File: config.mk
export PLATFORM = sky130hd
export DESIGN_NAME = gpioemu_bus_master
export DESIGN_NICKNAME = d
export VERILOG_FILES = /design/src/rtl/gpioemu_pkg.sv /design/src/rtl/gpioemu_bus_phy.sv /design/src/rtl/gpioemu_bus_master.sv
export SDC_FILE = /design/constraint.sdc
export NUM_CORES = 1
export LEC_CHECK = 0
export CAP_MARGIN = 10
export CORE_MARGIN = 10
export CORE_UTILIZATION = 40
export DETAILED_ROUTE_END_ITERATION = 8
export GPL_ROUTABILITY_DRIVEN = 0
export GPL_TIMING_DRIVEN = 0
export PLACE_DENSITY = 0.76
export RECOVER_POWER = 50
export SLEW_MARGIN = 20
export SYNTH_ARGS = -nofsm -noshare
export SYNTH_HDL_FRONTEND = slang
export SYNTH_HIERARCHICAL = 1
export SYNTH_SLANG_ARGS = --single-unit
File: constraint.sdc
create_clock -name clk -period 3.8 [get_ports clk]
set_input_delay 0.38 -clock clk [delete_from_list [all_inputs] [get_ports clk]]
set_output_delay 0.38 -clock clk [all_outputs]
set_load 0.05 [all_outputs]
File: src/rtl/gpioemu_pkg.sv
// gpioemu_pkg: shared definitions for the gpioemu bus initiator and its bench
// model. Holds the peripheral address map, STATUS/CTRL bit layout, the job FSM
// state encoding, and the bus-phase encoding used by the access sequencer.
package gpioemu_pkg;

  // Peripheral register map
  localparam logic [15:0] ADDR_A1     = 16'h0370;
  localparam logic [15:0] ADDR_A2     = 16'h0378;
  localparam logic [15:0] ADDR_RESULT = 16'h0390;
  localparam logic [15:0] ADDR_ONES   = 16'h0398;
  localparam logic [15:0] ADDR_CTRL   = 16'h03A0;
  localparam logic [15:0] ADDR_STATUS = ADDR_CTRL;  // same register, read side

  // STATUS read bits and CTRL write value
  localparam int          STAT_BUSY_BIT = 0;
  localparam int          STAT_DONE_BIT = 1;
  localparam logic [31:0] CTRL_START    = 32'h0000_0001;

  // Job-level FSM
  typedef enum logic [3:0] {
    S_IDLE,
    S_WR_A1,
    S_WR_A2,
    S_WR_START,
    S_POLL,
    S_TIMEOUT,
    S_RD_RES,
    S_RD_ONES,
    S_RESP
  } job_state_e;

  // Single-access bus phases
  typedef enum logic [1:0] {
    PH_IDLE,
    PH_SETUP,
    PH_STROBE,
    PH_HOLD
  } bus_phase_e;

  // Operands are 24 bits; the bus carries 32.
  function automatic logic [31:0] zext24(input logic [23:0] v);
    return {8'h00, v};
  endfunction

endpackage

File: src/rtl/gpioemu_bus_phy.sv
// gpioemu_bus_phy: sequencer for one gpioemu bus access.
// A request (req, rd_nwr, addr, wdata) is taken while idle; the access then
// runs SETUP_CYC cycles with address/data stable and strobes low, STROBE_CYC
// cycles with srd or swr high, and HOLD_CYC cycles with strobes low and
// address/data still held. done pulses for one cycle after the hold phase,
// with rdata valid for reads. Between accesses saddress and sdata_wr are 0.
// Ports:
//   clk, n_reset          clock, async active-low reset
//   req/rd_nwr/addr/wdata access request (held by the caller until done)
//   done, rdata           completion pulse and captured read data
//   saddress/srd/swr/sdata_wr/sdata_rd  peripheral bus
module gpioemu_bus_phy
  import gpioemu_pkg::*;
#(
  parameter int unsigned SETUP_CYC  = 1,
  parameter int unsigned STROBE_CYC = 2,
  parameter int unsigned HOLD_CYC   = 1
) (
  input  logic        clk,
  input  logic        n_reset,
  input  logic        req,
  input  logic        rd_nwr,
  input  logic [15:0] addr,
  input  logic [31:0] wdata,
  output logic        done,
  output logic [31:0] rdata,
  output logic [15:0] saddress,
  output logic        srd,
  output logic        swr,
  output logic [31:0] sdata_wr,
  input  logic [31:0] sdata_rd
);

  bus_phase_e  phase_q, phase_d;
  logic [7:0]  cnt_q, cnt_d;
  logic        rd_q, rd_d;
  logic [15:0] addr_q, addr_d;
  logic [31:0] wdata_q, wdata_d;
  logic [31:0] rdata_q, rdata_d;
  logic        srd_q, srd_d;
  logic        swr_q, swr_d;
  logic        done_q, done_d;

  always_comb begin
    // NOTE: every next-state signal gets a default first so no path leaves it
    // unassigned; otherwise synthesis infers a latch.
    phase_d = phase_q;
    cnt_d   = cnt_q;
    rd_d    = rd_q;
    addr_d  = addr_q;
    wdata_d = wdata_q;
    rdata_d = rdata_q;
    srd_d   = srd_q;
    swr_d   = swr_q;
    done_d  = 1'b0;
    unique case (phase_q)
      PH_IDLE: begin
        // The cycle carrying done is skipped so the caller can move on to its
        // next request before a new access starts.
        if (req && !done_q) begin
          addr_d  = addr;
          wdata_d = rd_nwr ? 32'h0 : wdata;
          rd_d    = rd_nwr;
          cnt_d   = 8'd0;
          phase_d = PH_SETUP;
        end
      end
      PH_SETUP: begin
        if (cnt_q == 8'(SETUP_CYC - 1)) begin
          cnt_d   = 8'd0;
          srd_d   = rd_q;
          swr_d   = !rd_q;
          phase_d = PH_STROBE;
        end else begin
          cnt_d = cnt_q + 8'd1;
        end
      end
      PH_STROBE: begin
        if (cnt_q == 8'(STROBE_CYC - 1)) begin
          cnt_d   = 8'd0;
          srd_d   = 1'b0;
          swr_d   = 1'b0;
          // Sampled at the edge that closes the last strobe-high cycle.
          if (rd_q) rdata_d = sdata_rd;
          phase_d = PH_HOLD;
        end else begin
          cnt_d = cnt_q + 8'd1;
        end
      end
      PH_HOLD: begin
        if (cnt_q == 8'(HOLD_CYC - 1)) begin
          cnt_d   = 8'd0;
          addr_d  = 16'h0;
          wdata_d = 32'h0;
          done_d  = 1'b1;
          phase_d = PH_IDLE;
        end else begin
          cnt_d = cnt_q + 8'd1;
        end
      end
      default: phase_d = PH_IDLE;
    endcase
  end

  // NOTE: sequential state uses non-blocking assignments so every register
  // samples its pre-edge inputs, independent of statement order.
  always_ff @(posedge clk or negedge n_reset) begin
    if (!n_reset) begin
      phase_q <= PH_IDLE;
      cnt_q   <= 8'd0;
      rd_q    <= 1'b0;
      addr_q  <= 16'h0;
      wdata_q <= 32'h0;
      rdata_q <= 32'h0;
      srd_q   <= 1'b0;
      swr_q   <= 1'b0;
      done_q  <= 1'b0;
    end else begin
      phase_q <= phase_d;
      cnt_q   <= cnt_d;
      rd_q    <= rd_d;
      addr_q  <= addr_d;
      wdata_q <= wdata_d;
      rdata_q <= rdata_d;
      srd_q   <= srd_d;
      swr_q   <= swr_d;
      done_q  <= done_d;
    end
  end

  assign saddress = addr_q;
  assign sdata_wr = wdata_q;
  assign srd      = srd_q;
  assign swr      = swr_q;
  assign done     = done_q;
  assign rdata    = rdata_q;

endmodule

File: src/rtl/gpioemu_bus_master.sv
// gpioemu_bus_master: CPU-side initiator for the gpioemu multiply unit.
// Takes one job (A1, A2) on the cmd valid/ready port, writes both operands,
// writes CTRL start, polls STATUS until done (or gives up after POLL_MAX
// reads), reads RESULT and ONES, and presents them on the rsp valid/ready port.
// Ports:
//   clk, n_reset                    clock, async active-low reset
//   cmd_valid/cmd_ready/cmd_a1/a2   job request (ready only while idle)
//   rsp_valid/rsp_ready             response handshake
//   rsp_result/rsp_ones/rsp_timeout response fields, zero after handshake
//   busy                            job accepted and response not yet taken
//   saddress/srd/swr/sdata_wr/sdata_rd  peripheral bus
module gpioemu_bus_master
  import gpioemu_pkg::*;
#(
  parameter int unsigned SETUP_CYC  = 1,
  parameter int unsigned STROBE_CYC = 2,
  parameter int unsigned HOLD_CYC   = 1,
  parameter int unsigned POLL_MAX   = 255
) (
  input  logic        clk,
  input  logic        n_reset,
  input  logic        cmd_valid,
  output logic        cmd_ready,
  input  logic [23:0] cmd_a1,
  input  logic [23:0] cmd_a2,
  output logic        rsp_valid,
  input  logic        rsp_ready,
  output logic [31:0] rsp_result,
  output logic [23:0] rsp_ones,
  output logic        rsp_timeout,
  output logic        busy,
  output logic [15:0] saddress,
  output logic        srd,
  output logic        swr,
  output logic [31:0] sdata_wr,
  input  logic [31:0] sdata_rd
);

  job_state_e  state_q, state_d;
  logic [23:0] a1_q, a1_d, a2_q, a2_d;
  logic [7:0]  polls_q, polls_d;
  logic [31:0] result_q, result_d;
  logic [23:0] ones_q, ones_d;
  logic        timeout_q, timeout_d;
  logic        ready_q, busy_q;

  logic        phy_req, phy_rd, phy_done;
  logic [15:0] phy_addr;
  logic [31:0] phy_wdata, phy_rdata;

  gpioemu_bus_phy #(
    .SETUP_CYC (SETUP_CYC),
    .STROBE_CYC(STROBE_CYC),
    .HOLD_CYC  (HOLD_CYC)
  ) u_phy (
    .clk     (clk),
    .n_reset (n_reset),
    .req     (phy_req),
    .rd_nwr  (phy_rd),
    .addr    (phy_addr),
    .wdata   (phy_wdata),
    .done    (phy_done),
    .rdata   (phy_rdata),
    .saddress(saddress),
    .srd     (srd),
    .swr     (swr),
    .sdata_wr(sdata_wr),
    .sdata_rd(sdata_rd)
  );

  always_comb begin
    state_d   = state_q;
    a1_d      = a1_q;
    a2_d      = a2_q;
    polls_d   = polls_q;
    result_d  = result_q;
    ones_d    = ones_q;
    timeout_d = timeout_q;
    phy_req   = 1'b0;
    phy_rd    = 1'b0;
    phy_addr  = 16'h0;
    phy_wdata = 32'h0;
    unique case (state_q)
      S_IDLE: begin
        if (cmd_valid && ready_q) begin
          a1_d      = cmd_a1;
          a2_d      = cmd_a2;
          polls_d   = 8'd0;
          result_d  = 32'h0;
          ones_d    = 24'h0;
          timeout_d = 1'b0;
          state_d   = S_WR_A1;
        end
      end
      S_WR_A1: begin
        phy_req   = 1'b1;
        phy_addr  = ADDR_A1;
        phy_wdata = zext24(a1_q);
        if (phy_done) state_d = S_WR_A2;
      end
      S_WR_A2: begin
        phy_req   = 1'b1;
        phy_addr  = ADDR_A2;
        phy_wdata = zext24(a2_q);
        if (phy_done) state_d = S_WR_START;
      end
      S_WR_START: begin
        phy_req   = 1'b1;
        phy_addr  = ADDR_CTRL;
        phy_wdata = CTRL_START;
        if (phy_done) state_d = S_POLL;
      end
      S_POLL: begin
        phy_req  = 1'b1;
        phy_rd   = 1'b1;
        phy_addr = ADDR_STATUS;
        if (phy_done) begin
          polls_d = polls_q + 8'd1;
          // done wins even on the final permitted poll
          if (phy_rdata[STAT_DONE_BIT])       state_d = S_RD_RES;
          else if (polls_d == 8'(POLL_MAX))   state_d = S_TIMEOUT;
        end
      end
      S_TIMEOUT: begin
        timeout_d = 1'b1;
        result_d  = 32'h0;
        ones_d    = 24'h0;
        state_d   = S_RESP;
      end
      S_RD_RES: begin
        phy_req  = 1'b1;
        phy_rd   = 1'b1;
        phy_addr = ADDR_RESULT;
        if (phy_done) begin
          result_d = phy_rdata;
          state_d  = S_RD_ONES;
        end
      end
      S_RD_ONES: begin
        phy_req  = 1'b1;
        phy_rd   = 1'b1;
        phy_addr = ADDR_ONES;
        if (phy_done) begin
          ones_d  = phy_rdata[23:0];
          state_d = S_RESP;
        end
      end
      S_RESP: begin
        if (rsp_ready) begin
          result_d  = 32'h0;
          ones_d    = 24'h0;
          timeout_d = 1'b0;
          state_d   = S_IDLE;
        end
      end
      default: state_d = S_IDLE;
    endcase
  end

  always_ff @(posedge clk or negedge n_reset) begin
    if (!n_reset) begin
      state_q   <= S_IDLE;
      a1_q      <= 24'h0;
      a2_q      <= 24'h0;
      polls_q   <= 8'd0;
      result_q  <= 32'h0;
      ones_q    <= 24'h0;
      timeout_q <= 1'b0;
      ready_q   <= 1'b0;
      busy_q    <= 1'b0;
    end else begin
      state_q   <= state_d;
      a1_q      <= a1_d;
      a2_q      <= a2_d;
      polls_q   <= polls_d;
      result_q  <= result_d;
      ones_q    <= ones_d;
      timeout_q <= timeout_d;
      // Registered from the next state so both read 0 throughout reset and
      // cmd_ready only rises on the first clock after release.
      ready_q   <= (state_d == S_IDLE);
      busy_q    <= (state_d != S_IDLE);
    end
  end

  assign cmd_ready   = ready_q;
  assign busy        = busy_q;
  assign rsp_valid   = (state_q == S_RESP);
  assign rsp_result  = result_q;
  assign rsp_ones    = ones_q;
  assign rsp_timeout = timeout_q;

endmodule

Word-level counts from Yosys, hierarchy flattened
Cells that the tools add are included.
Cells by class
  reductions and logical operators: 29
  divide/modulo/power cells: 0
  shifts and indexed selects: 0
  equal/unequal tests: 22
  $lt $le $gt $ge: 0
  multipliers: 0
  add/subtract/negate cells: 2
  bitwise operators: 0
  muxes and demuxes: 52
Operators with widths (number)
  $mux W32: 5
  $pmux W32 S4: 1
  $mux W24: 4
  $pmux W24 S4: 1
  $pmux W24 S3: 1
  $pmux W32 S2: 1
  $pmux W10 S5: 1
  $mux W4: 10
  $mux W8: 5
  $pmux W4 S9: 1
  $mux W16: 2
  $pmux W16 S2: 1
  $pmux W8 S3: 1
  $add A8 B1 Y8 const B: 2
  $eq A4 B3 Y1 const B: 4
  $ne A2 B1 Y1 const B: 8
  $pmux W8 S2: 1
  $reduce_and A3 Y1: 5
  $reduce_and A4 Y1: 3
  $reduce_bool A4 Y1: 3
  $mux W1: 9
  $eq A4 B2 Y1 const B: 2
  $eq A8 B1 Y1 const B: 1
  $eq A8 B8 Y1 const B: 1
  20 further kinds: 32
Word-level totals
  RAM bits: 0
  input port bits: 84
  register bits after elaboration: 213
  ROM bits: 0
  memories: 0
  latch bits: 0

Depth between registers and ports, before layout
Gate-level depths: netlist of run 1.
  depth after elaboration: 7
  gate-level depth with buffers: 9
  depth with buffers taken out: 6

Modules after synthesis
The synthesis of run 1 kept the hierarchy.
By module, submodules not included
  gpioemu_bus_master: area each 5317.6 µm², cells each 437, times used 1, seq. area each 2977.9 µm²
  gpioemu_bus_phy: area each 4306.6 µm², cells each 348, times used 1, seq. area each 2352.3 µm²

Least setup slack after synthesis of run 1
OpenSTA, ideal clock, no wires.
  kind: reg2reg
  start: register state_q[0]
  end: register ready_q, in the netlist cmd_ready
  data required time: 3.673 ns
  slack: 1.278 ns
  stages on the path, launching flop included: 6
  data arrival time: 2.395 ns
  buffers on the path: 1
  cells stage by stage: dfrtp_1 > clkbuf_1 > or2_2 > nor3b_1 > nor2b_1 > nor3_1
On the way
  elaborated cells on any way between the ends: 21
  those cells by class: 8 x eq/ne; 11 x mux; 2 x reduce/logical
RTL lines
  from (decl): line gpioemu_bus_master.sv:39  | job_state_e state_q, state_d;
  from (signal assigned): line gpioemu_bus_master.sv:172  | state_q <= state_d;
  $eq A4 B4 Y1
  via rsp_valid: line gpioemu_bus_master.sv:26  | output logic rsp_valid,
  $pmux W4 S9: line gpioemu_bus_master.sv:83  | unique case (state_q)
  $logic_not A4 Y1: line gpioemu_bus_master.sv:181  | ready_q <= (state_d == S_IDLE);
  to (signal assigned): line gpioemu_bus_master.sv:181
  to (decl): line gpioemu_bus_master.sv:45  | logic ready_q, busy_q;
The timed path passes the listed nets, and every way through them passes these cells.
A chain may end at the register's enable or synchronous reset.

Final worst setup path of run 1
  start: register state_q[0]
  end: output port rsp_valid
On the way
  longest elaborated chain between the ends: 1
RTL lines
  $eq A4 B4 Y1: line gpioemu_bus_master.sv:188  | assign rsp_valid = (state_q == S_RESP);
  to (decl): line gpioemu_bus_master.sv:26
No other way between the ends.

==> results_tabular.tex, run 1 <==
\begin{tabular}{lr}
\hline
Metric & Value \\
\hline
\multicolumn{2}{l}{\textbf{Synthesis}} \\
\quad Number of enable-type register cells in the synthesized netlist & 0 \\
\quad Proportion of netlist area held by the largest area contributor & 55.4\% \\
\quad Synthesized-area fraction occupied by ao, oa, aoi and oai cells & 9.10\% \\
\quad Proportion of synthesized area in mux cells & 19.0\% \\
\quad Share of synthesized flip-flops with an asynchronous set or reset & 100\% \\
\quad Post-Synth Simple-Gate Area & 9.37\% \\
\quad Main synth FF type & dfrtp\_1 \\
\quad Count of yosys warnings during synthesis & 6 \\
\quad Distinct cells, synth & 59 \\
\quad Sequential share of the synthesized area & 55.4\% \\
\quad Synthesized-area fraction occupied by adder cells & 1.30\% \\
\quad Count of mapped cells out of synthesis & about 790 \\
\quad Largest cells by area after synthesis & dfrtp\_1 (55\%), mux2\_2 (8.3\%), mux2i\_1 (6.0\%), mux2\_4 (4.7\%), nand2\_1 (3.6\%) \\
\quad Post-synthesis cell area & 9620 um\^{}2 \\
\quad Largest family of logic cells by synthesized area & multiplexers \\
\quad Xor-xnor portion of the synthesized cell area & 0.546\% \\
\quad Most area-hungry cell type in the Yosys netlist & dfrtp\_1 \\
\quad Most repeated cell in the gate-level netlist after synthesis & dfrtp\_1 \\
\quad Synthesis-stage register bit count & 213 \\
\quad Top cells by count, synth & dfrtp\_1 (213), nand2\_1 (92), mux2\_2 (71), inv\_1 (66), mux2i\_1 (58) \\
\quad Average footprint of a synthesized cell & 12.3 um\^{}2 \\
\multicolumn{2}{l}{\textbf{Worst setup path}} \\
\quad Origin of the critical flop-to-flop path & state\_q[0] \\
\quad Category of the critical setup timing path & flip-flop to primary output \\
\quad Depth of the most critical reg-to-reg path & 9 \\
\quad Internal reg-to-reg setup slack & 1070 ps \\
\quad Largest fanout on the critical path & 10 \\
\quad Crit path required time & 3420 ps \\
\quad Setup crit start kind & flip-flop \\
\quad Arrival @ worst endpoint & about 2600 ps \\
\quad Crit path capture type & primary output \\
\quad Reg2reg end & u\_phy/sdata\_wr[3] \\
\multicolumn{2}{l}{\textbf{Clocking}} \\
\quad Sink Count & 213 \\
\quad Cells resized by post-CTS repair & 0 \\
\quad Number of buffers added by the clock tree synthesis step & 25 \\
\quad Worst-path clk slew & 60 ps \\
\quad Clock tree from TritonCTS & done \\
\quad Source-to-sink clock delay at the later pin of the worst-skew pair & about 520 ps \\
\quad Maximum clock path buffer count & 3 \\
\quad Cell at the root of the clock tree & clkbuf\_16 \\
\quad Setup bufs post-CTS & 0 \\
\quad H-tree level count & 1 \\
\multicolumn{2}{l}{\textbf{Status}} \\
\quad Result of the run & finished with violations \\
\quad Violated checks & capacitance limit, slew limit \\
\multicolumn{2}{l}{\textbf{Power}} \\
\quad Cell Int Power & between 0.007 and 0.008 W \\
\quad Power density over the cells & $\sim$930 nW/um\^{}2 \\
\quad Share of power burned in registers & around a third \\
\quad Design Power & 0.0120 W \\
\quad Leakage & a little under 6 nW \\
\quad Worst vdd ir & 411 uV \\
\quad Portion of total power attributed to combinational logic & 46.8\% \\
\quad Total net switching power & 0.00486 W \\
\quad Switching Fraction & about 41\% \\
\quad Fraction of power consumed by the clock network & 20.9\% \\
\multicolumn{2}{l}{\textbf{Min path}} \\
\quad Number of stages on the worst hold path & 2 \\
\quad Worst Hold Class & input port to flip-flop \\
\quad Capture endpoint of the worst hold path & a2\_q[18] \\
\quad Launch instance of the worst min-delay path & cmd\_a2[18] \\
\multicolumn{2}{l}{\textbf{Routing}} \\
\quad Starting DRC count in detailed routing & 430 \\
\quad Count of antenna-violating nets left after detailed routing & 0 \\
\quad Total number of vias & 6831 \\
\quad Number of detailed-route iterations in the first pass & 4 \\
\quad DR vias/cell & approximately 5.0 \\
\quad Total detailed-routing wirelength & 25000 um \\
\quad Average wire length per cell after detail routing & 18.4 um \\
\quad DRC viols & 0 \\
\multicolumn{2}{l}{\textbf{Job}} \\
\quad Maxcap violations & 1 \\
\multicolumn{2}{l}{\textbf{Layout}} \\
\quad Cell area after layout & 12900 um\^{}2 \\
\quad Final Net Count & between 1000 and 1500 \\
\quad Antenna cells & 0 \\
\quad Share of layout cells above drive strength 1 & 16.5\% \\
\quad Area growth from synthesis to layout & 34.1\% \\
\quad Post-layout util & 54.8\% \\
\multicolumn{2}{l}{\textbf{Place}} \\
\quad Placed standard-cell area & 12100 um\^{}2 \\
\quad Worst slack at placement & roughly 1200 ps \\
\quad Detailed Place HPWL & 18000 um \\
\quad Port bufs & around 190 \\
\multicolumn{2}{l}{\textbf{STA}} \\
\quad Final hold violation count & 0 \\
\quad Rel. slew slack & -75.0\% \\
\quad Final setup margin & 797 ps \\
\quad Max Clk Rate & 0.333 GHz \\
\quad Slew Viols, Final & 43 \\
\quad Transition time of the tightest slew-check pin & roughly 2600 ps \\
\quad Fin crit period & 3000 ps \\
\quad Worst Skew & 13.4 ps \\
\quad RSZ-0062 raised after global routing & no \\
\quad Period utilisation layout & 79.0\% \\
\quad Post-route setup TNS & 0 ps \\
\quad Endpoints failing setup & 0 \\
\multicolumn{2}{l}{\textbf{Die}} \\
\quad Number of core rows & 56 \\
\quad Placeable core area & 23500 um\^{}2 \\
\quad Die width & 175 um \\
\quad Initial core utilization & 40.9\% \\
\quad Die outline area & 30700 um\^{}2 \\
\quad Die height & 175 um \\
\quad Count of pins on the block boundary & 194 \\
\multicolumn{2}{l}{\textbf{GRT}} \\
\quad GRT Total Usage & between 10\% and 20\% \\
\quad Overflow left after global routing & 0 \\
\quad Number of global-route vias before repair & slightly below 7000 \\
\quad Pin count of the biggest net entering global routing & 90 \\
\quad Global-route wire length before repair & between 30000 and 40000 um \\
\quad Antenna violations before repair & 0 \\
\hline
\end{tabular}
routing by layer:
| metal | routed length, um | part of all wire (%) | vias up | track usage (%) |
|---|---|---|---|---|
| met5 | 0 | 0 | - | 0 |
| met4 | 559 | 2.2 | 0 | 4.66 |
| met3 | 1190 | 4.7 | 37 | 3.06 |
| met2 | 12500 | 50 | 150 | 27.1 |
| met1 | 10700 | 43 | 3452 | 20.1 |
| li1 | - | - | 3192 | - |
power by group through the flow:
stage                     clock [W]  combinational [W]  sequential [W]
after global routing        0.00266            0.00597         0.00398
final                       0.00251            0.00560         0.00385
after floorplan                   0            0.00240         0.00529
after detailed placement          0            0.00565         0.00389
after global placement            0            0.00555         0.00386
after CTS                   0.00257            0.00568         0.00386
cell families (layout without fill, tap and decap cells):
logic type | count (synthesis) | in the layout
AO/OA/AOI/OAI | 107 | 107
adder cells (fa/ha/maj) | 10 | 10
buffers and inverters | 108 | 350
multiplexers | 159 | 159
AND/OR/NAND/NOR | 181 | 181
other | 1 | 17
XOR/XNOR | 6 | 6
flip-flops | 213 | 213
placed cells by master, fill, tap and decap left out, types with 23 or more instances in the layout:
cell type          n
nor2b_1           23
clkdlybuf4s50_1  192
nand2_1           92
a22o_1            25
clkbuf_1          28
mux2i_1           58
clkbuf_16         25
mux2_2            71
dfrtp_1          213
a32o_1            32
mux2_4            30
inv_1             66
worst max path at each step:
stage	start	endpoint	slack, ps	depth (start not counted)
final	state_q[0]	rsp_valid	800	4
after detailed placement	state_q[0]	u_phy/sdata_wr[0]	1250	9
after global routing	n_reset	polls_q[5]	520	2
after floorplan	state_q[0]	cmd_ready	1280	5
after CTS	state_q[0]	rsp_valid	770	4
after global placement	n_reset	u_phy/saddress[1]	-6790	1
worst max-delay path: stages (launching register included):
cell             delay [ps]
dfrtp_1                 370
clkbuf_1                200
or2_2                   390
nor3b_1                 240
clkdlybuf4s50_1         910
per-stage QoR:
stage / cells / hold WS, ps
after detailed placement: 1315 / 308
after CTS: 1362 / 365
after global placement: 1313 / 478
after floorplan: 801 / 84.4
after global routing: 1362 / 465
final: 1362 / 474
sequential cells by signal, summed over array words and instances, names as in the netlist, 2 cells and up:
name            flops
a1_q               24
a2_q               24
polls_q             8
rsp_ones           24
rsp_result         32
state_q             4
u_phy/cnt_q         8
u_phy/phase_q       2
u_phy/rdata        32
u_phy/saddress     16
u_phy/sdata_wr     32
layout make-up:
class	count	area (um^2)
multi-input combinational	480	3820
fill	2031	10600
inverter	66	248
clock buffer	35	713
sequential	213	5330
timing repair buffer	196	1990
tap	319	399
buffer	42	238
clock inverter	11	161
what timing repair did:
action                                  4_1_cts  5_1_grt
hold buffers                                  1        0
endpoints found under the setup margin        0        0
hold endpoints to repair                     42        0
Power figures use the tool's default switching activity.
==> run 2: changes to the inputs <==
--- a/config.mk
+++ b/config.mk
@@ -11,7 +11,7 @@
 export DETAILED_ROUTE_END_ITERATION = 8
 export GPL_ROUTABILITY_DRIVEN = 0
 export GPL_TIMING_DRIVEN = 0
-export PLACE_DENSITY = 0.76
+export PLACE_DENSITY = 0.78
 export RECOVER_POWER = 50
 export SLEW_MARGIN = 20
 export SYNTH_ARGS = -nofsm -noshare
==> constraint.sdc (replaced) <==
create_clock -name clk -period 2.48 [get_ports clk]
set_input_delay 0.248 -clock clk [delete_from_list [all_inputs] [get_ports clk]]
set_output_delay 0.248 -clock clk [all_outputs]
set_load 0.05 [all_outputs]
==> run 2 against run 1 <==
Effect of this change:
- the run now ends clean
- design area barely moved
- non-clock buffer count fell by 1
- clock power rose by 46%
- worst setup slack got worse by 720 ps
- sequential power rose by 54%
- global-route usage rose by 0.053 points
- total power rose by 52%
- first-iteration DRC count rose by 28%
- clock skew rose by 4.9 ps
- die area did not move
- critical endpoint unchanged
- largest power group unchanged
- highest routed layer is now met5
==> results_tabular.tex, run 2 (synthesis results as in run 1) <==
\begin{tabular}{lr}
\hline
Metric & Value \\
\hline
\multicolumn{2}{l}{\textbf{Status}} \\
\quad Result of the run & finished, final reports clean \\
\multicolumn{2}{l}{\textbf{STA}} \\
\quad Worst Skew & roughly 18 ps \\
\quad Endpoints failing setup & 0 \\
\quad Max Clk Rate & 0.416 GHz \\
\quad Transition time of the tightest slew-check pin & between 1000 and 1500 ps \\
\quad Final hold violation count & 0 \\
\quad Period utilisation layout & between 90 and 100\% \\
\quad RSZ-0062 raised after global routing & no \\
\quad Fin crit period & 2400 ps \\
\quad Post-route setup TNS & 0 ps \\
\quad Slew Viols, Final & 0 \\
\quad Final hold slack & 350 ps \\
\quad Rel. slew slack & 19.5\% \\
\multicolumn{2}{l}{\textbf{Layout}} \\
\quad \# fillers & roughly 2000 \\
\quad Most frequent standard cell in the layout excluding fill and tap cells & dfrtp\_1 \\
\quad Final Net Count & 1116 \\
\quad Area growth from synthesis to layout & 34.0\% \\
\quad Share of layout cells above drive strength 1 & 16.9\% \\
\quad Highest-count cells in the layout ignoring fill and taps & dfrtp\_1 (212), clkdlybuf4s50\_1 (191), nand2\_1 (92) \\
\quad Post-layout util & 54.8\% \\
\quad Cell area after layout & 12900 um\^{}2 \\
\quad Area used by sequential logic in the layout & 5330 um\^{}2 \\
\quad Multi-input combinational cell area & 3860 um\^{}2 \\
\multicolumn{2}{l}{\textbf{Worst setup path}} \\
\quad CP max stage cell & clkdlybuf4s15\_1 \\
\quad Dominant delay contributor by cell family on the critical path & buffers and inverters \\
\quad Critical Path, Cell by Cell & or2\_2 -> nor3b\_2 -> clkdlybuf4s15\_1 \\
\quad Category of the critical setup timing path & flip-flop to primary output \\
\quad Setup crit start kind & flip-flop \\
\quad Arrival @ worst endpoint & between 2000 and 2500 ps \\
\quad Worst path max stage delay & 590 ps \\
\quad Buffers plus inverters on the worst setup path & 1 \\
\quad Crit path required time & 2230 ps \\
\quad Crit path capture type & primary output \\
\quad Largest fanout on the critical path & 11 \\
\multicolumn{2}{l}{\textbf{Clocking}} \\
\quad Clock tree from TritonCTS & done \\
\quad Maximum clock path buffer count & 3 \\
\quad Setup bufs post-CTS & 0 \\
\quad Worst-path clk slew & 60 ps \\
\quad Source-to-sink clock delay at the later pin of the worst-skew pair & a little over 500 ps \\
\quad Cell at the root of the clock tree & clkbuf\_16 \\
\quad H-tree level count & 1 \\
\quad Number of buffers added by the clock tree synthesis step & 24 \\
\quad Sink Count & around 210 \\
\multicolumn{2}{l}{\textbf{GRT}} \\
\quad Pin count of the biggest net entering global routing & 100 \\
\quad GRT Total Usage & around 16\% \\
\quad Global-route wire length before repair & 40100 um \\
\quad Antenna violations before repair & 2 \\
\quad Overflow left after global routing & 0 \\
\quad Number of global-route vias before repair & 7088 \\
\multicolumn{2}{l}{\textbf{Routing}} \\
\quad Starting DRC count in detailed routing & about 550 \\
\quad DR vias/cell & just over 5 \\
\quad Total number of vias & about 6800 \\
\quad Average wire length per cell after detail routing & 18.4 um \\
\quad Total detailed-routing wirelength & between 20000 and 30000 um \\
\quad Count of antenna-violating nets left after detailed routing & 0 \\
\quad Number of detailed-route iterations in the first pass & 5 \\
\quad DRC viols & 0 \\
\multicolumn{2}{l}{\textbf{Die}} \\
\quad Die height & 175 um \\
\quad Count of pins on the block boundary & 194 \\
\quad Placeable core area & 23500 um\^{}2 \\
\quad Die outline area & between 30000 and 40000 um\^{}2 \\
\quad Number of core rows & 56 \\
\quad Initial core utilization & 40.9\% \\
\quad Die width & 175 um \\
\multicolumn{2}{l}{\textbf{Job}} \\
\quad Maxcap violations & 0 \\
\multicolumn{2}{l}{\textbf{Power}} \\
\quad Worst vdd ir & around 640 uV \\
\quad Leakage & 5.79 nW \\
\quad Power density over the cells & approximately 1400 nW/um\^{}2 \\
\multicolumn{2}{l}{\textbf{Place}} \\
\quad Detailed Place HPWL & 18200 um \\
\quad Placed standard-cell area & around 12000 um\^{}2 \\
\quad Port bufs & roughly 190 \\
\multicolumn{2}{l}{\textbf{Min path}} \\
\quad Worst Hold Class & input port to flip-flop \\
\hline
\end{tabular}
-- run 2: cell type report --
class | instances | share of cell area (%)
clock buffer | 36 | 5.56
tap | 319 | 3.10
buffer | 41 | 1.92
sequential | 213 | 41.4
clock inverter | 6 | 0.835
multi-input combinational | 480 | 30.0
antenna | 1 | 0.0194
inverter | 66 | 1.92
timing repair buffer | 196 | 15.3
-- run 2: worst paths after layout --
kind / end / slack [ps] / start / cells after the start
setup reg to reg: u_phy/saddress[13] / 140 / state_q[0] / 7
max in group asynchronous: u_phy/rdata[0] / 490 / n_reset / 3
hold reg to reg: rsp_result[31] / 500 / u_phy/rdata[31] / 1
setup / recovery: rsp_valid / 80 / state_q[0] / 3
hold / removal: a1_q[1] / 350 / cmd_a1[1] / 2
min in group asynchronous: rsp_ones[6] / 520 / n_reset / 2
-- run 2: metal layers --
| layer | global-route usage (%) | vias up | wire (um) |
|---|---|---|---|
| met5 | 0 | - | 18 |
| met4 | 5.05 | 2 | 754 |
| met3 | 3.02 | 41 | 1160 |
| met2 | 27.3 | 177 | 12600 |
| met1 | 20.0 | 3434 | 10500 |
| li1 | - | 3185 | - |
-- run 2: repair_timing --
action / CTS / global route
hold buffers: 1 / 0
endpoints found under the hold margin: 44 / 0
gates resized for setup: 2 / 5
endpoints found under the setup margin: 37 / 37
-- run 2: worst reg2reg max path, cell delays in order (launching register included) --
cell	delay (ps)
dfrtp_2	480
buf_2	220
nand2b_1	230
a31oi_2	280
a21boi_4	150
a21oi_4	240
buf_4	260
mux2_2	360
-- run 2: stage by stage --
step | worst slack [ps] | cells | power [W]
after floorplan | 422 | 801 | 0.0118
after global placement | -7890 | 1313 | 0.0144
after detailed placement | -124 | 1315 | 0.0146
after CTS | 5.35 | 1357 | 0.0184
after global routing | 5.64 | 1358 | 0.0192
final | 79.0 | 1358 | 0.0182
-- run 2: power by group --
part / internal, W / switching, W / total [W]
combinational: 0.00354 / 0.00508 / 0.00863
clock: 0.00230 / 0.00137 / 0.00367
sequential: 0.00496 / 0.000972 / 0.00593
total: 0.0108 / 0.00743 / 0.0182
==> run 3: changes to the inputs <==
--- a/config.mk
+++ b/config.mk
@@ -5,7 +5,7 @@
 export SDC_FILE = /design/constraint.sdc
 export NUM_CORES = 1
 export LEC_CHECK = 0
-export CAP_MARGIN = 10
+export CAP_MARGIN = 20
 export CORE_MARGIN = 10
 export CORE_UTILIZATION = 40
 export DETAILED_ROUTE_END_ITERATION = 8
==> results of run 3 <==
No change in the layout: final DEF, timing and power equal those of run 2.
